`config.mk`:
```
export PLATFORM = sky130hd
export DESIGN_NAME = fetch_pq_flat
export DESIGN_NICKNAME = d
export VERILOG_FILES = /design/src/rtl/pcpu_pkg.sv /design/src/rtl/fetch_pq_if.sv /design/src/rtl/fetch_pq_ring.sv /design/src/rtl/fetch_pq.sv /design/src/flat_wrapper.sv
export SDC_FILE = /design/constraint.sdc
export NUM_CORES = 1
export LEC_CHECK = 0
export CAP_MARGIN = 30
export CORE_ASPECT_RATIO = 1.25
export CORE_MARGIN = 8
export CORE_UTILIZATION = 40
export CTS_CLUSTER_DIAMETER = 150
export DETAILED_ROUTE_END_ITERATION = 8
export GPL_TIMING_DRIVEN = 0
export PLACE_DENSITY = 0.71
export REMOVE_ABC_BUFFERS = 1
export SETUP_SLACK_MARGIN = 0.15
export SYNTH_ARGS = -nofsm -noshare
export SYNTH_HDL_FRONTEND = slang
export SYNTH_SLANG_ARGS = --single-unit
```
`constraint.sdc`:
```
create_clock -name clk -period 3.1 [get_ports clk]
set_input_delay 0.62 -clock clk [delete_from_list [all_inputs] [get_ports clk]]
set_output_delay 0.62 -clock clk [all_outputs]
set_load 0.02 [all_outputs]
```
`src/rtl/pcpu_pkg.sv`:
```
// Shared definitions for the prefetch queue: fetch state encoding,
// supported queue depths and the paged bus address width.
package pcpu_pkg;

    localparam logic [2:0] FS_IDLE        = 3'd0;
    localparam logic [2:0] FS_REQ         = 3'd1;
    localparam logic [2:0] FS_WAIT        = 3'd2;
    localparam logic [2:0] FS_DISCARD_REQ = 3'd3;
    localparam logic [2:0] FS_DISCARD     = 3'd4;

    typedef enum logic [2:0] {
        ST_IDLE        = FS_IDLE,
        ST_REQ         = FS_REQ,
        ST_WAIT        = FS_WAIT,
        ST_DISCARD_REQ = FS_DISCARD_REQ,
        ST_DISCARD     = FS_DISCARD
    } fetch_state_t;

    localparam int DEPTH_MIN = 2;
    localparam int DEPTH_MAX = 16;

    localparam int ADDR_W_DEF = 16;
    localparam int PAGE_W_DEF = 8;
    localparam int BUS_AW     = PAGE_W_DEF + ADDR_W_DEF;

    // Bus address is the page concatenated above the program address.
    function automatic int bus_aw(input int page_w, input int addr_w);
        return page_w + addr_w;
    endfunction

endpackage

```
`src/rtl/fetch_pq_if.sv`:
```
// Memory bus handshake between the fetch unit (master) and the shared bus.
interface fetch_pq_if #(
    parameter int ADDR_W  = 16,
    parameter int PAGE_W  = 8,
    parameter int INSTR_W = 32
);
    import pcpu_pkg::*;

    logic [bus_aw(PAGE_W, ADDR_W)-1:0] mem_addr;
    logic                              mem_req;
    logic                              addr_mux;
    logic                              mem_busy;
    logic                              mem_cack;
    logic                              mem_ready;
    logic [INSTR_W-1:0]                mem_data;

    modport master (
        output mem_addr, mem_req, addr_mux,
        input  mem_busy, mem_cack, mem_ready, mem_data
    );

    modport slave (
        input  mem_addr, mem_req, addr_mux,
        output mem_busy, mem_cack, mem_ready, mem_data
    );

endinterface

```
`src/rtl/fetch_pq_ring.sv`:
```
// Ring buffer holding prefetched words; head is the word for the current pc.
module fetch_pq_ring
    import pcpu_pkg::*;
#(
    parameter int DEPTH = 4,
    parameter int W     = 32
) (
    input  logic         clk,
    input  logic         rst,
    input  logic         push,
    input  logic         pop,
    input  logic         flush,
    input  logic [W-1:0] din,
    output logic [W-1:0] dout,
    output logic         full,
    output logic         empty
);
    localparam int PTR_W = $clog2(DEPTH);
    // Count is sized for the largest supported depth so it never wraps.
    localparam int CNT_W = $clog2(DEPTH_MAX + 1);

    logic [W-1:0]     mem [DEPTH];
    logic [PTR_W-1:0] head;
    logic [PTR_W-1:0] tail;
    logic [CNT_W-1:0] count;

    // Pointer and occupancy update; flush wins over push/pop.
    always_ff @(posedge clk or negedge rst) begin
        if (!rst) begin
            head  <= '0;
            tail  <= '0;
            count <= '0;
        end else if (flush) begin
            head  <= '0;
            tail  <= '0;
            count <= '0;
        end else begin
            if (push) tail <= tail + PTR_W'(1);
            if (pop)  head <= head + PTR_W'(1);
            count <= count + CNT_W'(push) - CNT_W'(pop);
        end
    end

    // Word storage; contents are don't-care until counted valid.
    always_ff @(posedge clk) begin
        if (push && !flush) mem[tail] <= din;
    end

    assign dout  = mem[head];
    assign full  = (count == CNT_W'(DEPTH));
    assign empty = (count == '0);

endmodule

```
`src/rtl/fetch_pq.sv`:
```
// Instruction prefetch queue: keeps up to DEPTH sequential words ahead of pc,
// flushes on redirect and gates interrupts at instruction boundaries.
// Optional build macro FETCH_PQ_BYPASS_EN forwards read data straight to
// instr when the queue is empty.
module fetch_pq
    import pcpu_pkg::*;
#(
    parameter int ADDR_W  = 16,
    parameter int PAGE_W  = 8,
    parameter int INSTR_W = 32,
    parameter int DEPTH   = 4
) (
    input  logic               clk,
    input  logic               rst,
    input  logic [ADDR_W-1:0]  pc,
    input  logic               pc_redirect,
    input  logic [PAGE_W-1:0]  page,
    input  logic               instr_take,
    output logic [INSTR_W-1:0] instr,
    output logic               instr_valid,
    input  logic               irq_in,
    input  logic               irq_en,
    output logic               irq_p,
    fetch_pq_if.master         bus
);
    localparam int BUS_W = bus_aw(PAGE_W, ADDR_W);

    fetch_state_t       state;
    logic               started;
    logic               pending;
    logic               req_q;
    logic               mux_q;
    logic [ADDR_W-1:0]  fa;
    logic [BUS_W-1:0]   addr_q;
    logic               redir;
    logic               issue;
    logic               resp;
    logic               push;
    logic               pop;
    logic               full;
    logic               empty;
    logic               byp_take;
    logic [INSTR_W-1:0] head;

    // The first edge out of reset behaves like a redirect to pc.
    assign redir = pc_redirect | ~started;
    assign resp  = (state == ST_WAIT) & bus.mem_ready;
    // Only one request is ever in flight, so in IDLE the queue level alone
    // decides whether a slot is free; a redirect empties it.
    assign issue = started & (state == ST_IDLE) & ~bus.mem_busy
                 & (pc_redirect | ~full);

`ifdef FETCH_PQ_BYPASS_EN
    logic byp_hit;
    assign byp_hit     = resp & empty & ~redir;
    assign byp_take    = byp_hit & instr_take;
    assign instr_valid = ~empty | byp_hit;
    assign instr       = !empty ? head : (byp_hit ? bus.mem_data : '0);
`else
    assign byp_take    = 1'b0;
    assign instr_valid = ~empty;
    assign instr       = empty ? '0 : head;
`endif

    // Redirect beats a simultaneous push or take.
    assign push = resp & ~redir & ~byp_take;
    assign pop  = instr_take & ~empty & ~redir;

    fetch_pq_ring #(.DEPTH(DEPTH), .W(INSTR_W)) u_ring (
        .clk   (clk),
        .rst   (rst),
        .push  (push),
        .pop   (pop),
        .flush (redir),
        .din   (bus.mem_data),
        .dout  (head),
        .full  (full),
        .empty (empty)
    );

    // Fetch FSM with registered bus outputs and fetch address tracking.
    always_ff @(posedge clk or negedge rst) begin
        if (!rst) begin
            state   <= ST_IDLE;
            started <= 1'b0;
            fa      <= '0;
            addr_q  <= '0;
            req_q   <= 1'b0;
            mux_q   <= 1'b0;
        end else begin
            started <= 1'b1;
            case (state)
                ST_IDLE: begin
                    if (issue) begin
                        state  <= ST_REQ;
                        req_q  <= 1'b1;
                        mux_q  <= 1'b1;
                        addr_q <= {page, pc_redirect ? pc : fa};
                    end
                end
                ST_REQ: begin
                    // A pending request is never withdrawn; redirect only
                    // marks its response for discard.
                    if (bus.mem_cack) begin
                        state <= redir ? ST_DISCARD : ST_WAIT;
                        req_q <= 1'b0;
                    end else if (redir) begin
                        state <= ST_DISCARD_REQ;
                    end
                end
                ST_WAIT: begin
                    if (bus.mem_ready) begin
                        state <= ST_IDLE;
                        mux_q <= 1'b0;
                        fa    <= fa + ADDR_W'(1);
                    end else if (redir) begin
                        state <= ST_DISCARD;
                    end
                end
                ST_DISCARD_REQ: begin
                    if (bus.mem_cack) begin
                        state <= ST_DISCARD;
                        req_q <= 1'b0;
                    end
                end
                ST_DISCARD: begin
                    if (bus.mem_ready) begin
                        state <= ST_IDLE;
                        mux_q <= 1'b0;
                    end
                end
                default: begin
                    state <= ST_IDLE;
                    req_q <= 1'b0;
                    mux_q <= 1'b0;
                end
            endcase
            // Placed last so a redirect overrides the sequential increment.
            if (redir) fa <= pc;
        end
    end

    // Interrupt pending: latched while enabled, dropped on any redirect.
    always_ff @(posedge clk or negedge rst) begin
        if (!rst)                 pending <= 1'b0;
        else if (pc_redirect)     pending <= 1'b0;
        else if (irq_in & irq_en) pending <= 1'b1;
    end

    assign irq_p        = pending & instr_valid & irq_en;
    assign bus.mem_addr = addr_q;
    assign bus.mem_req  = req_q;
    assign bus.addr_mux = mux_q;

endmodule

```
`src/flat_wrapper.sv`:
```
// flat-port wrapper written by rule: the top's interface ports become plain ports
module fetch_pq_flat import pcpu_pkg::*;
#(
    parameter int ADDR_W  = 16,
    parameter int PAGE_W  = 8,
    parameter int INSTR_W = 32,
    parameter int DEPTH   = 4
)
  (clk, rst, pc, pc_redirect, page, instr_take, instr, instr_valid, irq_in, irq_en, irq_p, bus_mem_addr, bus_mem_req, bus_addr_mux, bus_mem_busy, bus_mem_cack, bus_mem_ready, bus_mem_data);
  fetch_pq_if #(.ADDR_W(ADDR_W), .PAGE_W(PAGE_W), .INSTR_W(INSTR_W)) bus_i ();
  input  logic clk;
  input  logic rst;
  input  logic [ADDR_W-1:0] pc;
  input  logic pc_redirect;
  input  logic [PAGE_W-1:0] page;
  input  logic instr_take;
  output logic [INSTR_W-1:0] instr;
  output logic instr_valid;
  input  logic irq_in;
  input  logic irq_en;
  output logic irq_p;
  output wire logic [$bits(bus_i.mem_addr)-1:0] bus_mem_addr;
  output wire logic [$bits(bus_i.mem_req)-1:0] bus_mem_req;
  output wire logic [$bits(bus_i.addr_mux)-1:0] bus_addr_mux;
  input wire logic [$bits(bus_i.mem_busy)-1:0] bus_mem_busy;
  input wire logic [$bits(bus_i.mem_cack)-1:0] bus_mem_cack;
  input wire logic [$bits(bus_i.mem_ready)-1:0] bus_mem_ready;
  input wire logic [$bits(bus_i.mem_data)-1:0] bus_mem_data;
  assign bus_mem_addr = bus_i.mem_addr;
  assign bus_mem_req = bus_i.mem_req;
  assign bus_addr_mux = bus_i.addr_mux;
  assign bus_i.mem_busy = bus_mem_busy;
  assign bus_i.mem_cack = bus_mem_cack;
  assign bus_i.mem_ready = bus_mem_ready;
  assign bus_i.mem_data = bus_mem_data;
  fetch_pq #(.ADDR_W(ADDR_W), .PAGE_W(PAGE_W), .INSTR_W(INSTR_W), .DEPTH(DEPTH)) u_core (.clk(clk), .rst(rst), .pc(pc), .pc_redirect(pc_redirect), .page(page), .instr_take(instr_take), .instr(instr), .instr_valid(instr_valid), .irq_in(irq_in), .irq_en(irq_en), .irq_p(irq_p), .bus(bus_i));
endmodule
```
# ---- Word-level counts from Yosys, hierarchy flattened
# Memory sizes are Yosys's and may differ from the RTL's.
# Cells that the tools add are included.
dict set report classes {
  n_addsub 5
  n_eq_ne 12
  muxes 28
  bitwise_logic 19
  n_reduce_logical 16
}
# cell count
set op_table {}
lappend op_table {{two-way mux 16 bit} 4}
lappend op_table {{two-way mux 32 bit} 1}
lappend op_table {{two-way mux 3 bit} 8}
lappend op_table {{adder 16 x 1 -> 16 bit (second input constant)} 1}
lappend op_table {{one-hot mux 3 bit (5 select lines)} 1}
lappend op_table {{AND 1 bit} 10}
lappend op_table {{nonzero test 2 bit} 5}
lappend op_table {{two-way mux 2 bit} 4}
lappend op_table {{two-way mux 1 bit} 7}
lappend op_table {{NOT 1 bit} 7}
lappend op_table {{equality test 3 x 2 -> 1 bit (second input constant)} 2}
lappend op_table {{!= test 2 x 1 -> 1 bit (second input constant)} 3}
lappend op_table {{!= test 3 x 2 -> 1 bit (second input constant)} 2}
lappend op_table {{one-hot mux 1 bit (3 select lines)} 2}
lappend op_table {{AND reduction 3 bit} 2}
lappend op_table {{adder 5 x 1 -> 5 bit} 1}
lappend op_table {{equality test 5 x 3 -> 1 bit (second input constant)} 1}
lappend op_table {{zero test 5 bit} 1}
lappend op_table {{two-way mux 5 bit} 1}
lappend op_table {{AND reduction 5 bit} 1}
lappend op_table {{subtractor 5 x 1 -> 5 bit} 1}
lappend op_table {{adder 2 x 1 -> 2 bit (second input constant)} 2}
lappend op_table {{!= test 2 bit (second input constant)} 2}
lappend op_table {{AND reduction 2 bit} 2}
lappend op_table {{other kinds (7)} 9}
dict set report totals {
  regBits 56
  mem_bits_rw 128
  out_inout_bits 60
  mem_count 1
}
# memory words width read_ports rd_ports_with_merged_regs write_ports line
set mem_list {}
lappend mem_list {u_core.u_ring.mem 4 32 1 0 1 fetch_pq_ring.sv:22} ;# logic [W-1:0] mem [DEPTH];

# ---- Longest topological paths before layout
dict set report depth {
  word_depth 7
  ltp_mapped 15
  mapped_depth_nobuf 14
}

# ---- By module
# From an unflattened synthesis, not the netlist that was laid out.
dict set report hier_totals {
  cells_unflattened 510
  hier_area_um2 7852.5
}
# module instances cells_per_inst area_per_inst_um2
set modules_own_cells {}
lappend modules_own_cells {fetch_pq_ring 1 233 5290.1}
lappend modules_own_cells {fetch_pq 1 277 2562.5}

# ---- Worst setup path before layout
# Ideal clock, no wire load.
dict set report synth_timing {
  kind {input-to-reg}
  from {input port pc_redirect}
  to {register u_core.u_ring.count[4]}
  setup_ns 0.134
  arrival_time_ns 3.241
  required_ns 2.966
  setup_slack_ns -0.275
  cell_stages 14
  n_path_buf 3
  path_cell_list {clkbuf_1 nand2b_1 clkbuf_1 clkbuf_1 nor2_1 ha_1 inv_1 ha_1 inv_1 fa_1 nand2b_1 a21oi_1 o21ai_0 nor3b_1}
}
dict set report synth_via {
  elab_chain_cells 6
  word_cells_on_any_way 7
}
# item line
set synth_rtl {}
lappend synth_rtl {{from (decl)} flat_wrapper.sv:14} ;# input logic pc_redirect;
lappend synth_rtl {{OR 1 bit (*)} fetch_pq.sv:46} ;# assign redir = pc_redirect | ~started;
lappend synth_rtl {{NOT 1 bit} {fetch_pq.sv:66, fetch_pq.sv:67}}
lappend synth_rtl {{AND 1 bit} fetch_pq.sv:66} ;# assign push = resp & ~redir & ~byp_take;
lappend synth_rtl {{adder 5 x 1 -> 5 bit} fetch_pq_ring.sv:40} ;# count <= count + CNT_W'(push) - CNT_W'(pop);
lappend synth_rtl {{subtractor 5 x 1 -> 5 bit} fetch_pq_ring.sv:40}
lappend synth_rtl {{two-way mux 5 bit (*)} fetch_pq_ring.sv:33} ;# end else if (flush) begin
lappend synth_rtl {{to (signal assigned)} fetch_pq_ring.sv:40}
lappend synth_rtl {{to (decl)} fetch_pq_ring.sv:25} ;# logic [CNT_W-1:0] count;
# Mark *: on every way between the ends. The rest lies on a longest branch, timed or not.
# A chain may end at the register's enable or synchronous reset.

# ---- Final worst setup path
dict set report layout_timing {
  from {register u_core.u_ring.count[2]}
  to {output port instr[17]}
}
dict set report layout_via {
  elab_chain_cells 2
}
# item line
set layout_rtl {}
lappend layout_rtl {{zero test 5 bit} fetch_pq_ring.sv:51} ;# assign empty = (count == '0);
lappend layout_rtl {{two-way mux 32 bit} fetch_pq.sv:62} ;# assign instr = empty ? '0 : head;
lappend layout_rtl {{to (decl)} flat_wrapper.sv:17} ;# output logic [INSTR_W-1:0] instr;
# No other way between the ends.

==> summary.md <==
### Timing
- Layout Skew: 0.0124 ns
- count of endpoints failing hold in the final timing report: 0
- Worst-Margin Slew: 0.947 ns
- period utilisation layout: 95.4%
- RSZ-0062 raised after global routing: true
- Slew Limit Headroom: 36.9%
- highest clock frequency the design can meet: 338 MHz
- PnR worst setup slack: 0.143 ns
- final worst path period need: 2.96 ns
- final slew viol count: 0
- number of failing setup endpoints in the final timing report: 0

### Pwr
- proportion of power drawn by the clock network: 34.4%
- power density relative to cell area: 634 nW/µm²
- leakage: 3.68 nW
- internal power of the cells: 4.68 mW
- P_sw: 1.66 mW
- Logic pwr share: 18.0%
- share of total power in sequential cells: 47.6%
- Max VDD drop: 0.423 mV
- Total Power: 6.34 mW
- switching portion of total power: 26.2%

### GRT
- global-route wire length before repair: 27000 µm
- antenna violations before repair: 1
- via count of the first global-routing pass: 5065
- Total Routing Usage GR: 14.5%
- pin count of the biggest net entering global routing: 34
- remaining global-route overflow: 0

### Routing
- total DRC errors in the routed layout: 0
- detailed-route vias per instance: 5.21
- antenna violation net count after detailed routing: 0
- Avg WL per Cell: 18.7 µm
- number of iterations in the first detailed-routing pass: 4
- Detailed Route Iter0 Violations: 243
- total number of vias: 4628
- Routed WL: 16700 µm

### Synth
- prevailing post-synth register cell: sky130_fd_sc_hd__edfxtp_1
- synthesized area per cell: 15.2 µm²
- number of synthesized flops with an enable pin: 128
- Synth area leaders: sky130_fd_sc_hd__edfxtp_1, sky130_fd_sc_hd__dfrtp_1, sky130_fd_sc_hd__mux4_2
- synthesized netlist cell count: 510
- Synth top area share: 49.6%
- sequential cell area fraction in the yosys report: 67.7%
- Synth cell types: 44
- Post-Syn Area: 7740 µm²
- Synth Register Bits: 184
- warning count from the yosys run: 0
- cell type with the largest total area after synthesis: sky130_fd_sc_hd__edfxtp_1
- share of flip-flops with an asynchronous set or reset after synthesis: 30.4%

### Setup path
- arrival time reported for the critical path endpoint: 2.34 ns
- crit end category: output pin
- maximum single-stage delay on the critical path: 0.48 ns
- crit path kind: reg2out
- worst-case register-to-register setup slack: 0.26 ns
- Largest delay share family, worst path: buffers and inverters
- crit start category: register
- endpoint required time on the critical path: 2.48 ns
- list of cells traversed by the critical path: inv_1, ha_1, or4b_4, buf_4, buf_16, and2_1, dlygate4sd2_1
- Crit Path Max Fanout: 23
- buffers and inverters on the worst path: 4
- Crit-path slowest cell: sky130_fd_sc_hd__or4b_4

### Placement
- DP Cell Count: 851
- number of buffers inserted by port buffering: 124
- Post-DP HPWL: 11200 µm
- routability-driven placement congestion ratio: 0.743
- pre-CTS WS: -0.609 ns

### Die
- starting density of the core: 40.4%
- area enclosed by the die boundary: 24100 µm²
- FP Rows: 57
- DIE HEIGHT: 172 µm
- number of top-level pins: 125
- Horiz. Die Dim: 140 µm
- placeable core region: 19200 µm²

### Run status
- outcome: finished, final reports clean

### Layout
- nets@finish: 717
- Layout Area Growth over Synthesis: 29.2%
- leading cell type in the layout, fill and taps excluded: sky130_fd_sc_hd__edfxtp_1
- final cell count without fillers: 889
- core utilization of the finished layout: 52.1%
- most used cells in the layout excluding fill and tap cells: sky130_fd_sc_hd__edfxtp_1, sky130_fd_sc_hd__clkdlybuf4s50_1, sky130_fd_sc_hd__dfrtp_1, sky130_fd_sc_hd__and2_1, sky130_fd_sc_hd__nor2_1
- fraction of layout instances using a drive strength above 1: 15.6%
- FILL cells: 1566

### CTS
- latest clock arrival within the worst-skew pair: 0.42 ns
- cell at the root of the clock tree: sky130_fd_sc_hd__clkbuf_16
- clock tree from TritonCTS: yes
- number of buffers on the longest clock path: 2
- H-tree level count: 4
- Clock Sink Count: 184
- number of buffers added by the clock tree synthesis step: 17
- clock transition at the registers of the reported paths: 0.07 ns
- number of buffers inserted by hold repair at cts: 0

### Min path
- path type of the worst min-delay path: in2async

### Run
- max-cap violations: 0

==> state kept, by name, indices dropped and copies added (netlist names), 2 cells and up <==
name                 cells
u_core.u_ring.mem      128
u_core.u_ring.count      5
u_core.u_ring.head       2
u_core.fa               16
u_core.state             3
u_core.bus.mem_addr     24
u_core.u_ring.tail       2
==> Yosys cell counts, types with 2 or more instances <==
cell	number
sky130_fd_sc_hd__a21oi_1	27
sky130_fd_sc_hd__a31oi_1	6
sky130_fd_sc_hd__and2_1	36
sky130_fd_sc_hd__and3_1	5
sky130_fd_sc_hd__buf_2	7
sky130_fd_sc_hd__buf_4	2
sky130_fd_sc_hd__clkbuf_1	20
sky130_fd_sc_hd__dfrtp_1	56
sky130_fd_sc_hd__edfxtp_1	128
sky130_fd_sc_hd__ha_1	11
sky130_fd_sc_hd__inv_1	13
sky130_fd_sc_hd__mux2_1	8
sky130_fd_sc_hd__mux2i_1	17
sky130_fd_sc_hd__mux4_2	32
sky130_fd_sc_hd__nand2_1	33
sky130_fd_sc_hd__nand2b_1	3
sky130_fd_sc_hd__nand3_1	5
sky130_fd_sc_hd__nand4_1	2
sky130_fd_sc_hd__nor2_1	34
sky130_fd_sc_hd__nor3_1	5
sky130_fd_sc_hd__nor3b_1	2
sky130_fd_sc_hd__nor4_1	2
sky130_fd_sc_hd__o21ai_0	5
sky130_fd_sc_hd__o21ai_1	12
sky130_fd_sc_hd__o31ai_1	4
sky130_fd_sc_hd__or3_1	4
sky130_fd_sc_hd__or4_1	3
sky130_fd_sc_hd__or4b_1	2
sky130_fd_sc_hd__xnor2_1	5
sky130_fd_sc_hd__xor2_1	7
==> worst paths after layout <==
| path | from | end | depth (start not counted) |
|---|---|---|---|
| setup / recovery | u_core.u_ring.count[2]$_DFF_PN0_ | instr[17] | 7 |
| hold / removal | rst | u_core.state[1]$_DFFE_PN0P_ | 1 |
| setup reg to reg | u_core.u_ring.count[2]$_DFF_PN0_ | u_core.u_ring.count[4]$_DFF_PN0_ | 14 |
| hold reg to reg | u_core.bus.mem_addr[23]$_DFFE_PN0P_ | u_core.bus.mem_addr[23]$_DFFE_PN0P_ | 1 |
| max in group asynchronous | rst | u_core.bus.mem_addr[22]$_DFFE_PN0P_ | 2 |
| min in group clk | u_core.bus.mem_addr[23]$_DFFE_PN0P_ | u_core.bus.mem_addr[23]$_DFFE_PN0P_ | 1 |
==> power by group through the flow <==
stage / logic [mW] / registers [mW] / clock network, mW
after CTS: 1.16 / 3.02 / 2.25
after detailed placement: 1.15 / 3.06 / 0
after global placement: 1.09 / 3.04 / 0
after floorplan: 0.330 / 3.23 / 0
after global routing: 1.25 / 3.04 / 2.33
final: 1.14 / 3.02 / 2.18
==> timing repair <==
item	CTS	global route
buffers inserted	5	1
resized for setup	40	16
hold endpoints to repair	0	0
pin swaps	1	2
setup endpoints to repair	36	6
==> layer usage <==
layer / global-route usage, % / vias to the layer above / part of all wire [%]
met3: 5.44 / 12 / 7.8
met2: 24.3 / 129 / 48
met4: 5.16 / 2 / 0.91
met1: 16.9 / 2329 / 43
li1: - / 2156 / -
met5: 0 / - / 0.048
==> worst register-to-register path: cells and delay by family (launching register included) <==
family	cells	cell delay [ns]
flip-flops	1	0.39
adder cells (fa/ha/maj)	4	0.97
AO/OA/AOI/OAI	2	0.22
AND/OR/NAND/NOR	5	0.94
buffers and inverters	3	0.21
==> stage by stage <==
step	cell area, µm²	hold slack, ns	TNS, ns
6_report	10000	0.249	0
5_1_grt	10000	0.290	0
4_1_cts	9990	0.251	0
3_5_place_dp	9370	0.478	-6.68
3_3_place_gp	9150	0.471	-345.65
2_1_floorplan	7610	0.324	-0.516
==> layout make-up <==
class	count	area, µm²	area share [%]
repair buffers	141	1430	14.3
clock buffers	18	429	4.29
flip-flops and latches	184	5250	52.5
diodes	1	2.50	0.0250
well taps	236	295	2.95
inverters	13	48.8	0.488
clock inverters	13	166	1.66
multi-input cells	283	2380	23.8
==> cells by family (layout without fill, tap and decap cells) <==
kind of cell,Yosys count,count (layout),synth area share [%]
xor+xnor,12,12,1.36
other cells,1,2,0.0484
simple gates,142,142,9.52
compound gates,59,59,4.33
flops,184,184,67.7
fa+ha+maj,12,12,2.04
buf+inv,43,185,2.29
mux,57,57,12.7
Power figures use the tool's default switching activity.
